<file path="config.mk">
export PLATFORM = sky130hd
export DESIGN_NAME = vl_strip_ctrl
export DESIGN_NICKNAME = d
export VERILOG_FILES = /design/src/rtl/rvv_pkg.sv /design/src/rtl/vlmax_calc.sv /design/src/rtl/vl_strip_ctrl.sv
export SDC_FILE = /design/constraint.sdc
export NUM_CORES = 1
export LEC_CHECK = 0
export ABC_AREA = 1
export BUFFER_PORTS_ARGS = -buffer_cell sky130_fd_sc_hd__buf_2
export CAP_MARGIN = 20
export CORE_ASPECT_RATIO = 0.5
export CORE_MARGIN = 1
export CORE_UTILIZATION = 61
export CTS_CLUSTER_SIZE = 30
export DETAILED_ROUTE_END_ITERATION = 12
export GPL_ROUTABILITY_DRIVEN = 0
export HOLD_SLACK_MARGIN = 0.02
export PLACE_DENSITY_LB_ADDON = 0.12
export SLEW_MARGIN = 20
export SYNTH_ARGS = -nofsm -noshare
export SYNTH_HDL_FRONTEND = slang
export SYNTH_SLANG_ARGS = --single-unit
</file>
<file path="constraint.sdc">
create_clock -name clk -period 5.9 [get_ports clk]
set_input_delay 0.295 -clock clk [delete_from_list [all_inputs] [get_ports clk]]
set_output_delay 0.295 -clock clk [all_outputs]
set_load 0.02 [all_outputs]
</file>
<file path="src/rtl/rvv_pkg.sv">
`default_nettype none
// ============================================================================
// Module      : rvv_pkg
// Description : Shared vector-configuration types. Holds the SEW and LMUL
//               encodings, the legality check for a (sew, lmul) pair and
//               the default vector register length.
// Revision    : 1.0 - initial release
// ============================================================================
package rvv_pkg;

    localparam int c_default_vlen = 64;

    // Element width encodings; 3'b101..3'b111 are reserved.
    typedef enum logic [2:0] {
        SEW_4  = 3'b000,
        SEW_8  = 3'b001,
        SEW_16 = 3'b010,
        SEW_32 = 3'b011,
        SEW_64 = 3'b100
    } sew_e;

    // Register-group multiplier encodings; 3'b101..3'b111 are reserved.
    typedef enum logic [2:0] {
        LMUL_1  = 3'b000,
        LMUL_2  = 3'b001,
        LMUL_4  = 3'b010,
        LMUL_8  = 3'b011,
        LMUL_16 = 3'b100
    } lmul_e;

    function automatic logic is_legal(input logic [2:0] sew, input logic [2:0] lmul);
        return (sew <= 3'b100) && (lmul <= 3'b100);
    endfunction

endpackage
`default_nettype wire

</file>
<file path="src/rtl/vlmax_calc.sv">
`default_nettype none
// ============================================================================
// Module      : vlmax_calc
// Description : Combinational VLMAX = VLEN / SEW * LMUL, saturated to the
//               largest value representable in AVL_W bits. Illegal
//               encodings report legal=0 and VLMAX=0.
// Ports       : i_sew    - encoded element width
//               i_lmul   - encoded register-group multiplier
//               o_vlmax  - saturated VLMAX (0 when illegal)
//               o_legal  - 1 when both encodings are legal
// Revision    : 1.0 - initial release
// ============================================================================
module vlmax_calc
    import rvv_pkg::*;
#(
    parameter int VLEN  = c_default_vlen,
    parameter int AVL_W = 9
) (
    input  sew_e               i_sew,
    input  lmul_e              i_lmul,
    output logic [AVL_W-1:0]   o_vlmax,
    output logic               o_legal
);

    // 32-bit working width: 4*VLEN always fits for any practical VLEN.
    localparam logic [31:0] c_sat = (32'd1 << AVL_W) - 32'd1;

    logic [31:0] w_base;
    logic [31:0] w_full;

    always_comb begin
        o_legal = is_legal(i_sew, i_lmul);
        // SEW = 4 << sew, so VLEN/SEW = VLEN >> (sew + 2).
        w_base  = 32'(VLEN) >> (32'(i_sew) + 32'd2);
        w_full  = w_base << 32'(i_lmul);
        if (!o_legal) begin
            o_vlmax = '0;
        end else if (w_full > c_sat) begin
            o_vlmax = c_sat[AVL_W-1:0];
        end else begin
            o_vlmax = w_full[AVL_W-1:0];
        end
    end

endmodule
`default_nettype wire

</file>
<file path="src/rtl/vl_strip_ctrl.sv">
`default_nettype none
// ============================================================================
// Module      : vl_strip_ctrl
// Description : Accepts one vsetvl-style request (SEW, LMUL, AVL) and
//               strip-mines AVL into successive vl values, one per strip,
//               with valid/ready handshakes on both sides, abort and a
//               wrapping strip index.
// Ports       : clk, rst                 - clock, async active-high reset
//               cfg_valid/cfg_ready      - request handshake (ready in IDLE)
//               cfg_sew/cfg_lmul/cfg_avl - request payload
//               abort                    - cancel the strip sequence
//               vl_valid/vl_ready        - strip handshake
//               vl, vl_last, strip_idx   - current strip
//               vlmax, vill              - latched per-request results
//               done, aborted            - end-of-request pulse and cause
// Revision    : 1.0 - initial release
// ============================================================================
module vl_strip_ctrl
    import rvv_pkg::*;
#(
    parameter int VLEN  = c_default_vlen,
    parameter int AVL_W = 9,
    parameter int IDX_W = 8
) (
    input  logic             clk,
    input  logic             rst,
    input  logic             cfg_valid,
    output logic             cfg_ready,
    input  logic [2:0]       cfg_sew,
    input  logic [2:0]       cfg_lmul,
    input  logic [AVL_W-1:0] cfg_avl,
    input  logic             abort,
    output logic             vl_valid,
    input  logic             vl_ready,
    output logic [AVL_W-1:0] vl,
    output logic             vl_last,
    output logic [IDX_W-1:0] strip_idx,
    output logic [AVL_W-1:0] vlmax,
    output logic             vill,
    output logic             done,
    output logic             aborted
);

    typedef enum logic [0:0] {
        ST_IDLE  = 1'b0,
        ST_STRIP = 1'b1
    } state_e;

    state_e           r_state;
    state_e           w_state_next;
    logic             w_accept;
    logic             w_take;

    logic [AVL_W-1:0] r_rem;
    logic [AVL_W-1:0] r_vl;
    logic             r_last;
    logic [IDX_W-1:0] r_idx;
    logic [AVL_W-1:0] r_vlmax;
    logic             r_vill;
    logic             r_done;
    logic             r_aborted;

    logic [AVL_W-1:0] w_calc_vlmax;
    logic             w_legal;
    logic [AVL_W-1:0] w_rem_step;
    logic [AVL_W-1:0] w_min_a;
    logic [AVL_W-1:0] w_min_b;
    logic             w_fits;
    logic [AVL_W-1:0] w_min;

    vlmax_calc #(
        .VLEN  (VLEN),
        .AVL_W (AVL_W)
    ) u_vlmax_calc (
        .i_sew   (sew_e'(cfg_sew)),
        .i_lmul  (lmul_e'(cfg_lmul)),
        .o_vlmax (w_calc_vlmax),
        .o_legal (w_legal)
    );

    // One min comparator serves both the first strip (AVL vs fresh VLMAX)
    // and every following strip (remaining count vs latched VLMAX).
    assign w_rem_step = r_rem - r_vl;
    assign w_min_a    = (r_state == ST_IDLE) ? cfg_avl      : w_rem_step;
    assign w_min_b    = (r_state == ST_IDLE) ? w_calc_vlmax : r_vlmax;
    assign w_fits     = (w_min_a <= w_min_b);
    assign w_min      = w_fits ? w_min_a : w_min_b;

    always_ff @(posedge clk or posedge rst) begin
        if (rst) begin
            r_state <= ST_IDLE;
        end else begin
            r_state <= w_state_next;
        end
    end

    always_comb begin
        w_state_next = r_state;
        w_accept     = 1'b0;
        w_take       = 1'b0;
        cfg_ready    = (r_state == ST_IDLE);
        vl_valid     = (r_state == ST_STRIP);
        case (r_state)
            ST_IDLE: begin
                if (cfg_valid) begin
                    w_accept = 1'b1;
                    if (w_legal && (cfg_avl != '0)) begin
                        w_state_next = ST_STRIP;
                    end
                end
            end
            ST_STRIP: begin
                // Abort wins: a strip handshaken in the same cycle is not taken.
                if (abort) begin
                    w_state_next = ST_IDLE;
                end else if (vl_ready) begin
                    w_take = 1'b1;
                    if (r_last) begin
                        w_state_next = ST_IDLE;
                    end
                end
            end
            default: w_state_next = ST_IDLE;
        endcase
    end

    always_ff @(posedge clk or posedge rst) begin
        if (rst) begin
            r_rem     <= '0;
            r_vl      <= '0;
            r_last    <= 1'b0;
            r_idx     <= '0;
            r_vlmax   <= '0;
            r_vill    <= 1'b0;
            r_done    <= 1'b0;
            r_aborted <= 1'b0;
        end else begin
            r_done    <= 1'b0;
            r_aborted <= 1'b0;
            if (w_accept) begin
                r_vill  <= ~w_legal;
                r_vlmax <= w_calc_vlmax;
                if (!w_legal || (cfg_avl == '0)) begin
                    r_done <= 1'b1;
                end else begin
                    r_rem  <= cfg_avl;
                    r_vl   <= w_min;
                    r_last <= w_fits;
                    r_idx  <= '0;
                end
            end else if ((r_state == ST_STRIP) && abort) begin
                r_done    <= 1'b1;
                r_aborted <= 1'b1;
            end else if (w_take) begin
                r_rem <= w_rem_step;
                if (r_last) begin
                    r_done <= 1'b1;
                end else begin
                    r_vl   <= w_min;
                    r_last <= w_fits;
                    r_idx  <= r_idx + IDX_W'(1);
                end
            end
        end
    end

    assign vl        = r_vl;
    assign vl_last   = r_last;
    assign strip_idx = r_idx;
    assign vlmax     = r_vlmax;
    assign vill      = r_vill;
    assign done      = r_done;
    assign aborted   = r_aborted;

endmodule
`default_nettype wire

</file>
==> results.yml <==
synth:
  synth_top_cell_by_area: "dfrtp_1"
  synth_top_area_frac: 0.334
  syn_area_per_cell_um2: 7.17
  synth_fp_nets: 457
  synth-edff-count: 0
  ys_async_sr_fraction: 1.00
  yosys_warnings: 0
  syn_inst: 418
  synthTopCellsByArea: "dfrtp_1 (33%), nand2_1 (16%), nand3_1 (9.0%), ha_1 (7.5%), inv_1 (4.3%)"
  ys_types: 43
  synth_flop_cell: "dfrtp_1"
  seq_area_frac_synth: 0.334
  netlist_area_um2: 3000
  ys_ff_latch: 40
pwr:
  vdd_drop_max_mv: 0.210
  power.density_nw_per_um2: 455
  power_leakage_nw: 1.82
setup_path:
  crit_path_max_fanout: 10
  crit_path_frequent_cell: "nand2_1"
  crit_type: "flip-flop to flip-flop"
  cp-end-kind: "flip-flop"
  cp_slowest_cell: "fa_1"
  path_delay_family: "simple AND/OR/NAND/NOR gates"
  cp.arrival_ns: 3.38
  slowest_delay_ns: 0.43
  start_kind: "flip-flop"
  path_buf_inv: 3
  path_cells: "inv_1 -> ha_1 -> inv_1 -> fa_1 -> nand3_1 -> nand2_1 -> nand2_1 -> nand3_1 -> nand3_1 -> nand2_1 -> ha_1 -> nand2_1 -> nor3_1 -> nand4_1 -> nand2_2 -> inv_2 -> nor2_1 -> nor2_1 -> nand2_1 -> nand2_1"
  required_ns: 6.10
cells_and_area:
  area_delta_synth_final_pct: 13.6
  insertedDiodeCount: 0
  drive_gt1_frac: 0.182
  nets: 506
  most-common-layout-cells: "nand2_1 (128), nand3_1 (54), buf_2 (51)"
  final_common_cell: "nand2_1"
  nFillCells: 385
  finish.instance_area_um2: 3400
global_routing:
  grt_max_degree: 41
  grt-ovfl-total: 0
  grt_usage: 0.321
  antenna_found_initial: 0
  grt_first_pass_wirelength_mm: 12.6
  grt_pass1_vias: 2748
floorplan:
  initial_core_util: 0.658
  dieArea_um2: 5210
  die_h_um: 51.6
  die_x_um: 101
  ios: 52
  rows: 17
  core_area_um2: 4550
min_path:
  hold_path_class: "input port to asynchronous set/reset pin"
clock_network:
  cts_tree: "built"
  cts.clk_slew.worst_paths_ns: 0.09
  cts_resized: 0
  clk_path_buf_depth: 2
  post_cts_buffers: 0
  postCtsHoldBufs: 0
  cts_made_buffers: 5
  clk_latency_ns: 0.30
  cts_root_buf: "clkbuf_8"
  clock_sinks: 40
  h-tree-depth: 2
place:
  dpl_cell_area_um2: 3280
  pre_cts_ws_ns: 2.84
  hpwl_mm: 5.97
  place.port_buffers: 51
routing:
  wl_per_cell_um: 14.6
  via_per_inst: 5.78
  drc: 0
  drtIter0Drc: 230
  drt-pass1-iter-count: 4
  drt-total-wl_mm: 7.81
  via_count: 3088
  ant_nets: 0
run:
  drv_cap: 0
sta:
  tightest_slew_ns: 0.783
  clock_skew_ns: 0.0121
  fin_ws_ns: 2.72
  max_freq_mhz: 315
  finalSetupViolCount: 0
  finalSetupTns_ns: 0
  post-route-min-period_ns: 3.18
  drv_slew: 0
  rsz0062_at_grt: "false"
  finalCritPeriodShare: 0.539
  timing.slew.headroom: 0.478
  hold_viol_final: 0
outcome:
  outcome: "complete, no violations"
[flip-flops by register name, indices dropped and copies added, names as in the netlist]
register / cells
vl_last: 1
vill: 1
vl_valid: 1
vlmax: 9
r_rem: 9
done: 1
vl: 9
strip_idx: 8
aborted: 1
[layout make-up]
cell class	instances	area, um^2	area share
Multi-Input combinational cell	324	1750	0.514
Tap cell	66	82.6	0.0243
Clock inverter	1	30.0	0.00882
Timing Repair Buffer	52	263	0.0772
Inverter	44	183	0.0537
Clock buffer	7	96.3	0.0283
Sequential cell	40	1000	0.294
[final timing paths]
kind	startpoint	end	slack (ns)	cells past startpoint
min in group clk	abort	aborted	0.21	3
max reg2reg	r_rem[0]	vl[4]	2.72	20
min	rst	vill	0.1	3
max in group asynchronous	rst	r_rem[4]	5.44	3
min reg2reg	r_rem[7]	r_rem[7]	0.50	2
max	r_rem[0]	vl[4]	2.72	20
[per-layer routing]
layer | global-route usage | routed length (um)
met5 | 0 | 0
met4 | 0.0749 | 29
met3 | 0.0672 | 733
met2 | 0.500 | 3360
met1 | 0.463 | 3690
[per-stage QoR]
stage,std cells,util,power [mW],hold slack [ns]
6_report,534,0.748,1.55,0.0983
3_3_place_gp,526,0.720,1.25,0.443
2_1_floorplan,418,-,1.07,0.399
5_1_grt,534,0.748,1.67,0.152
4_1_cts,534,0.748,1.53,0.131
3_5_place_dp,526,0.720,1.28,0.452
[cells by family (layout without fill, tap and decap cells)]
logic type,count (synthesis),after routing,share of synthesized area
and+or+nand+nor,235,235,0.360
adders and majority gates,19,19,0.0818
DFF,40,40,0.334
xor gates and xnor gates,7,7,0.0205
AOI/OAI and AO/OA,63,63,0.121
buffers and inverters,54,104,0.0827
[tightest hold or removal path, delay by kind of cell]
kind	cells	cell delay, ns
buffers and inverters	3	0.55
[power breakdown]
part	total, mW	switching, mW	internal (mW)
registers	0.421	0.0694	0.351
clock network	0.251	0.102	0.149
logic	0.876	0.560	0.316
[cells in the mapped netlist (4+ instances only)]
master,count
o21ai_1,9
nand2_1,128
xor2_1,4
inv_2,5
nand3_1,54
inv_1,34
ha_1,18
nand4_1,9
nor2_1,23
dfrtp_1,40
o21ai_0,22
a21oi_1,16
o211ai_1,4
Note: power is estimated with default switching activity, not from simulation.
